--- src/rtl/gate_chk_pkg.sv ---
// Shared types and constants for the gate vector checker and its xorshift64 generator.
package gate_chk_pkg;

    typedef enum logic [1:0] {
        IDLE  = 2'd0,
        RUN   = 2'd1,
        DRAIN = 2'd2,
        DONE  = 2'd3
    } chk_state_t;

    localparam int IDX_W = 16;
    localparam logic [IDX_W-1:0] IDX_NONE = 16'hFFFF;
    localparam logic [63:0] DEFAULT_SEED = 64'h0000_0000_0000_0001;

    // One xorshift64 advance: shift-xor by 13 left, 7 right, 17 left, in that order.
    function automatic logic [63:0] xorshift64_step(input logic [63:0] s);
        logic [63:0] t;
        t = s ^ (s << 13);
        t = t ^ (t >> 7);
        t = t ^ (t << 17);
        return t;
    endfunction

endpackage

--- src/rtl/xorshift64_gen.sv ---
// 64-bit xorshift pseudo-random generator; load takes priority over advance.
module xorshift64_gen
    import gate_chk_pkg::*;
(
    input  logic        clk,
    input  logic        rst,
    input  logic        load,
    input  logic [63:0] seed,
    input  logic        adv,
    output logic [63:0] state
);

    always_ff @(posedge clk or posedge rst) begin
        if (rst) begin
            state <= DEFAULT_SEED;
        end else if (load) begin
            state <= seed;
        end else if (adv) begin
            state <= xorshift64_step(state);
        end
    end

endmodule

--- config.mk ---
export PLATFORM = sky130hd
export DESIGN_NAME = xorshift64_gen
export DESIGN_NICKNAME = d
export VERILOG_FILES = /design/src/rtl/gate_chk_pkg.sv /design/src/rtl/xorshift64_gen.sv
export SDC_FILE = /design/constraint.sdc
export NUM_CORES = 1
export LEC_CHECK = 0
export BUFFER_PORTS_ARGS = -buffer_cell sky130_fd_sc_hd__buf_2
export CAP_MARGIN = 20
export CORE_AREA = 2 2 136 85
export DETAILED_ROUTE_END_ITERATION = 10
export DIE_AREA = 0 0 138 87
export HOLD_SLACK_MARGIN = 0.12
export PLACE_DENSITY = 0.84
export SLEW_MARGIN = 20
export SYNTH_ARGS = -nofsm -noshare
export SYNTH_HDL_FRONTEND = slang
export SYNTH_SLANG_ARGS = --single-unit
--- constraint.sdc ---
create_clock -name clk -period 2.8 [get_ports clk]
set_clock_uncertainty 0.2 [all_clocks]
set_input_delay 0.56 -clock clk [delete_from_list [all_inputs] [get_ports clk]]
set_output_delay 0.56 -clock clk [all_outputs]
set_load 0.02 [all_outputs]
==> results of run 1 <==
[worst paths after layout]
path,depth (start not counted),to,startpoint
hold reg to reg,2,state[56],state[56]
setup reg to reg,5,state[51],state[21]
setup / recovery,5,state[51],state[21]
max in group asynchronous,4,state[0],rst
min in group asynchronous,3,state[23],rst
hold / removal,3,state[3],seed[3]
[final cells by class]
class | instances | area [um^2]
clock inverters | 2 | 60.06
flip-flops and latches | 64 | 1603
inverters | 4 | 15.01
multi-input cells | 375 | 3438
fillers | 917 | 4562
clock buffers | 14 | 274.0
well taps | 144 | 180.2
repair buffers | 140 | 753.2
[cells in the mapped netlist (3+ instances only)]
cell type	count
o21ai_0	33
clkbuf_1	13
xor2_1	51
mux2i_1	6
nor3b_1	4
xnor2_1	101
a211oi_1	3
nor2_1	11
nand2b_1	3
dfrtp_1	63
mux2_2	23
xor3_1	5
buf_1	9
a21o_1	3
xnor3_1	35
nand2_1	76
inv_1	4
xnor3_2	4
buf_2	24
a21oi_1	4
[metal layers]
| metal | vias to the layer above | routed length, um | GRT usage |
|---|---|---|---|
| met5 | - | 0 | 0 |
| met3 | 15 | 1381 | 0.07861 |
| met4 | 0 | 156 | 0.05751 |
| li1 | 1788 | - | - |
| met1 | 1899 | 6454 | 0.3583 |
| met2 | 174 | 5822 | 0.3452 |
[worst max-delay path, cell delays in order (launching register included)]
cell and delay, ps:
dfrtp_1 500, xnor2_1 510, xnor3_1 490, nand2_1 90, xnor2_1 70, mux2_2 270
[cells by family after synthesis]
group / synth area share
AOI/OAI and AO/OA: 0.04935
xor gates and xnor gates: 0.4633
buffers and inverters: 0.04864
DFF: 0.3025
muxes: 0.06021
and+or+nand+nor: 0.07603
[per-stage QoR]
| step | utilization | setup slack [ps] | hold WS (ps) | cell area (um^2) |
|---|---|---|---|---|
| floorplan | - | 443.6 | 429.5 | 5299 |
| global placement | 0.5493 | 640.2 | 315.9 | 5979 |
| detailed placement | 0.5493 | 590.2 | 315.4 | 5979 |
| CTS | 0.5809 | 549.8 | 223.1 | 6324 |
| global route | 0.5809 | 473.3 | 232.2 | 6324 |
| finish | 0.5809 | 546.6 | 223.8 | 6324 |
==> summary.txt, run 1 <==
Cells and area
  • Most used cells in the layout excluding fill and tap cells: buf_2 (130), xnor2_1 (101), nand2_1 (76)
  • Nets: 662
  • # diodes: 0
  • Area growth syn-to-layout: 19.34%
  • Largest register FFs: between 60 and 70
  • Final Non-Filler Cells: ~740
  • Largest registers: state x64
  • Most common cell after layout, fill and taps aside: buf_2
  • Register with the most flip-flops: state
  • Ratio of cells with drive above 1 in the final layout: 0.3122

Drt
  • Total DRC errors in the routed layout: 0
  • Overall via count from detail_route: 3876
  • Post-detailed-route wirelength per cell: about 19 um
  • Violation count after the first detailed-route iteration: 205
  • Average vias per placed instance: between 5 and 6
  • Detailed-router iteration count before antenna repair: 4
  • Routed wire length: 13810 um
  • Antenna Nets Post-Route: 0

STA
  • Part of the cycle the worst path needs: 0.8048
  • Highest attainable clock frequency: around 440 MHz
  • Fin Setup TNS: 0 ps
  • Tightest slew margin relative to the limit: 0.6081
  • Actual slew at the worst max-slew pin: 587.8 ps
  • Final setup violation count: 0
  • Max-slew violation count: 0
  • Shortest period the worst path allows: about 2300 ps
  • Unrepaired setup endpoints after global routing: false
  • Final-report hold violation count: 0

Min path
  • Type of the tightest min-delay check: in -> reg

Floorplan
  • Floorplan Core Area: about 0.011 mm^2
  • Number of rows in the core area: 30
  • Height of the chip: about 87 um
  • Area of the die: 0.01201 mm^2
  • Number of top-level design ports: roughly 130
  • Starting density of the core: 0.4868
  • Width of the chip: 138 um

Critical path
  • Setup CP Type: reg -> reg
  • Worst reg2reg setup slack: 550 ps
  • Highest fanout seen on the critical path: 6
  • Crit end category: register
  • Data arrival at the endpoint of the critical path: between 2000 and 2500 ps
  • Required time at the worst-slack endpoint: between 2000 and 3000 ps
  • CP startpoint kind: register

Logic synthesis
  • Post-Syn Area per Cell: around 11 um^2
  • Yosys top cell area share: 0.2975
  • Net count after synthesis: about 560
  • Instance count of the mapped netlist: around 490
  • Number of flops mapped to enable cells by yosys: 0
  • Most area-hungry cell type in the Yosys netlist: dfrtp_1
  • Post-synthesis register bit count: 64
  • Yosys synthesis warning count: 0
  • Most common flop cell mapped by yosys: dfrtp_1
  • Register area share after synthesis: 0.3025
  • Distinct cell type count of the synthesized netlist: 35
  • Async SR Flop Fraction: 1.000
  • Leading post-synthesis cells by cell area: dfrtp_1 (30%), xnor2_1 (17%), xnor3_1 (15%)
  • Syn Std Cell Area: around 0.0053 mm^2

GRT
  • Gr usage total: 0.2421
  • Remaining Overflow, GRT: 0
  • Wire length of the first global-routing pass: about 22000 um
  • Pin count of the biggest net entering global routing: 55
  • Initial antenna violation count: 0
  • Number of global-route vias before repair: ~4000

Clock network
  • Depth of the CTS H-tree: 3
  • TritonCTS clock tree: yes
  • Clock root buffer: clkbuf_16
  • Clock Latency Late Sink: about 340 ps
  • Clock buffer depth: 2
  • Buffers inserted during post-CTS setup optimization: 0
  • Clock Sink Count: 64
  • Worst-path clk slew: roughly 60 ps
  • Post-CTS Hold Fix Bufs: 1
  • CTS Buf Count: 9
  • Resize count post-CTS: 0

Status
  • Status: complete, no violations

Job
  • Number of max-capacitance violations reported: 0

Place
  • HPWL Detailed: approximately 10000 um
  • Final RePlAce weighted congestion: 0.9161
  • DP Cell Count: 726
  • Port buffer count: between 100 and 150
Power of run 1 is not shown: default switching activity piles up to over one toggle a cycle in this logic, so the estimate is an artifact.
==> run 2: changes to the inputs <==
--- a/config.mk
+++ b/config.mk
@@ -7,11 +7,11 @@
 export LEC_CHECK = 0
 export BUFFER_PORTS_ARGS = -buffer_cell sky130_fd_sc_hd__buf_2
 export CAP_MARGIN = 20
-export CORE_AREA = 2 2 136 85
+export CORE_AREA = 2 2 138 86
 export DETAILED_ROUTE_END_ITERATION = 10
-export DIE_AREA = 0 0 138 87
+export DIE_AREA = 0 0 140 88
 export HOLD_SLACK_MARGIN = 0.12
-export PLACE_DENSITY = 0.84
+export PLACE_DENSITY = 0.85
 export SLEW_MARGIN = 20
 export SYNTH_ARGS = -nofsm -noshare
 export SYNTH_HDL_FRONTEND = slang
==> constraint.sdc (replaced) <==
create_clock -name clk -period 1.9 [get_ports clk]
set_clock_uncertainty 0.2 [all_clocks]
set_input_delay 0.38 -clock clk [delete_from_list [all_inputs] [get_ports clk]]
set_output_delay 0.38 -clock clk [all_outputs]
set_load 0.02 [all_outputs]
==> summary.txt, run 2 (synthesis gave the netlist of run 1 again) <==
Clock network
  • TritonCTS clock tree: yes
  • Clock Sink Count: 64
  • Depth of the CTS H-tree: 3
  • Clock root buffer: clkbuf_16
  • CTS Buf Count: 9
  • Clock buffer depth: 2
  • Clock Latency Late Sink: 350 ps
  • Worst-path clk slew: about 60 ps

Cells and area
  • Area of all placed cells without fillers: slightly above 0.008 mm^2
  • Register with the most flip-flops: state
  • Ratio of cells with drive above 1 in the final layout: 0.4980
  • Most common cell after layout, fill and taps aside: buf_2
  • Largest register FFs: 64
  • Largest registers: state x64
  • Most used cells in the layout excluding fill and tap cells: buf_2 (130), buf_4 (91), nand2_1 (74)
  • # diodes: 0
  • Area growth syn-to-layout: 55.04%
  • Nets: 820

Drt
  • Routed wire length: approximately 18000 um
  • Detailed-router iteration count before antenna repair: 8
  • Violation count after the first detailed-route iteration: 337
  • Overall via count from detail_route: 4624
  • Post-detailed-route wirelength per cell: just under 20 um
  • Antenna Nets Post-Route: 0
  • Total DRC errors in the routed layout: 9
  • Average vias per placed instance: just over 5

Floorplan
  • Area of the die: 0.01232 mm^2
  • Starting density of the core: 0.4785
  • Number of rows in the core area: 30
  • Height of the chip: about 90 um
  • Floorplan Core Area: ~0.011 mm^2
  • Number of top-level design ports: around 130
  • Width of the chip: 140 um

Place
  • HPWL Detailed: 11620 um
  • Port buffer count: between 100 and 150
  • Pre-CTS setup slack: -102.7 ps
  • Placed cell area: between 0.006 and 0.007 mm^2
  • Final RePlAce weighted congestion: 0.8731

STA
  • Highest attainable clock frequency: slightly above 500 MHz
  • Actual slew at the worst max-slew pin: approximately 540 ps
  • Worst Setup Slack, final: -85.35 ps
  • Final setup violation count: 13
  • Max-slew violation count: 0
  • Final-report hold violation count: 0
  • Part of the cycle the worst path needs: 1.045
  • Unrepaired setup endpoints after global routing: true
  • Tightest slew margin relative to the limit: 0.6420
  • Shortest period the worst path allows: 1985 ps

Status
  • Failing checks: design-rule violations, negative setup slack
  • Status: finished with violations

GRT
  • Pin count of the biggest net entering global routing: 40
  • Wire length of the first global-routing pass: between 20000 and 30000 um
  • Gr usage total: 0.2746
  • Initial antenna violation count: 0
  • Number of global-route vias before repair: 4700
  • Remaining Overflow, GRT: 0

Critical path
  • Worst path buffer plus inverter count: 0
  • Cell Chain, Critical Path: xnor2_4, xnor3_1, nand2b_4, xnor2_2, mux2_2
  • Crit path max-delay family: XOR/XNOR gates
  • Highest fanout seen on the critical path: 4
  • Required time at the worst-slack endpoint: roughly 1900 ps
  • Data arrival at the endpoint of the critical path: ~2000 ps
  • Setup CP Type: reg -> reg
  • Maximum cell stage delay along the critical path: 470 ps
  • CP startpoint kind: register
  • Slowest stage cell on the critical path: dfrtp_2
  • Crit end category: register

Pwr
  • Static leakage: about 4 nW
  • Worst vdd ir: approximately 1300 uV
  • Power per cell area: roughly 2600 mW/mm^2

Min path
  • Type of the tightest min-delay check: in -> reg

Job
  • Number of max-capacitance violations reported: 0
run 2: cell types whose count changed in the layout (fill, tap and decap cells not counted), moves of 9 or more:
cell           previous run  this run
xor2_2                    0         9
xnor2_2                   1        28
dfrtp_1                  63        19
dlygate4sd3_1             1        64
xor2_1                   51        41
xnor2_1                 101        68
dfrtp_2                   0        44
buf_4                     7        91
run 2: worst min-delay path, cell delays in order:
cell and delay (ps):
buf_2 80, nand2b_1 110, o31a_1 140
run 2: report_power, final:
part,switching (mW),internal (mW)
registers,1.31,2.10
logic,6.80,9.62
clock network,0.662,1.15
total,8.77,12.9
run 2: worst paths after layout:
check / cells after the start / slack, ps / from / end
hold / removal: 3 / 210 / seed[35] / state[35]
max in group asynchronous: 4 / 520 / rst / state[0]
setup reg to reg: 5 / -90 / state[34] / state[27]
hold reg to reg: 2 / 430 / state[62] / state[62]
setup / recovery: 5 / -90 / state[34] / state[27]
min in group asynchronous: 3 / 430 / rst / state[13]
run 2: stage by stage:
| step | TNS, ps | std cells | util | hold slack [ps] | power, mW |
|---|---|---|---|---|---|
| after detailed placement | -400.0 | 785 | 0.5980 | 248.7 | 17.40 |
| after floorplan | -491.3 | 494 | - | 295.2 | 14.14 |
| after CTS | -172.2 | 879 | 0.7040 | 194.1 | 20.06 |
| after global routing | -1441 | 901 | 0.7419 | 206.4 | 22.78 |
| final | -480.2 | 901 | 0.7419 | 205.3 | 21.64 |
| after global placement | -85.81 | 785 | 0.5980 | 236.9 | 16.94 |
run 2: routing by layer:
layer	share of wire	up-vias	GRT usage
met5	0	-	0
met4	0.017	0	0.05142
met3	0.080	27	0.07709
met2	0.48	220	0.4528
met1	0.42	2278	0.3724
li1	-	2099	-
run 2: layout make-up:
| class | count | area, um^2 |
|---|---|---|
| multi-input cells | 375 | 3870 |
| flip-flops and latches | 64 | 1658 |
| inverters | 4 | 18.77 |
| clock buffers | 12 | 236.5 |
| fillers | 688 | 2858 |
| well taps | 144 | 180.2 |
| clock inverters | 4 | 70.07 |
| repair buffers | 298 | 2182 |
run 2: what timing repair did:
item                       CTS  global route
hold endpoints to repair    80             0
setup buffers               14            22
hold buffers                64             0
pin swaps                    8            26
setup endpoints to repair   18            38
resized for setup           20            53
(Power assumes the default switching activity.)
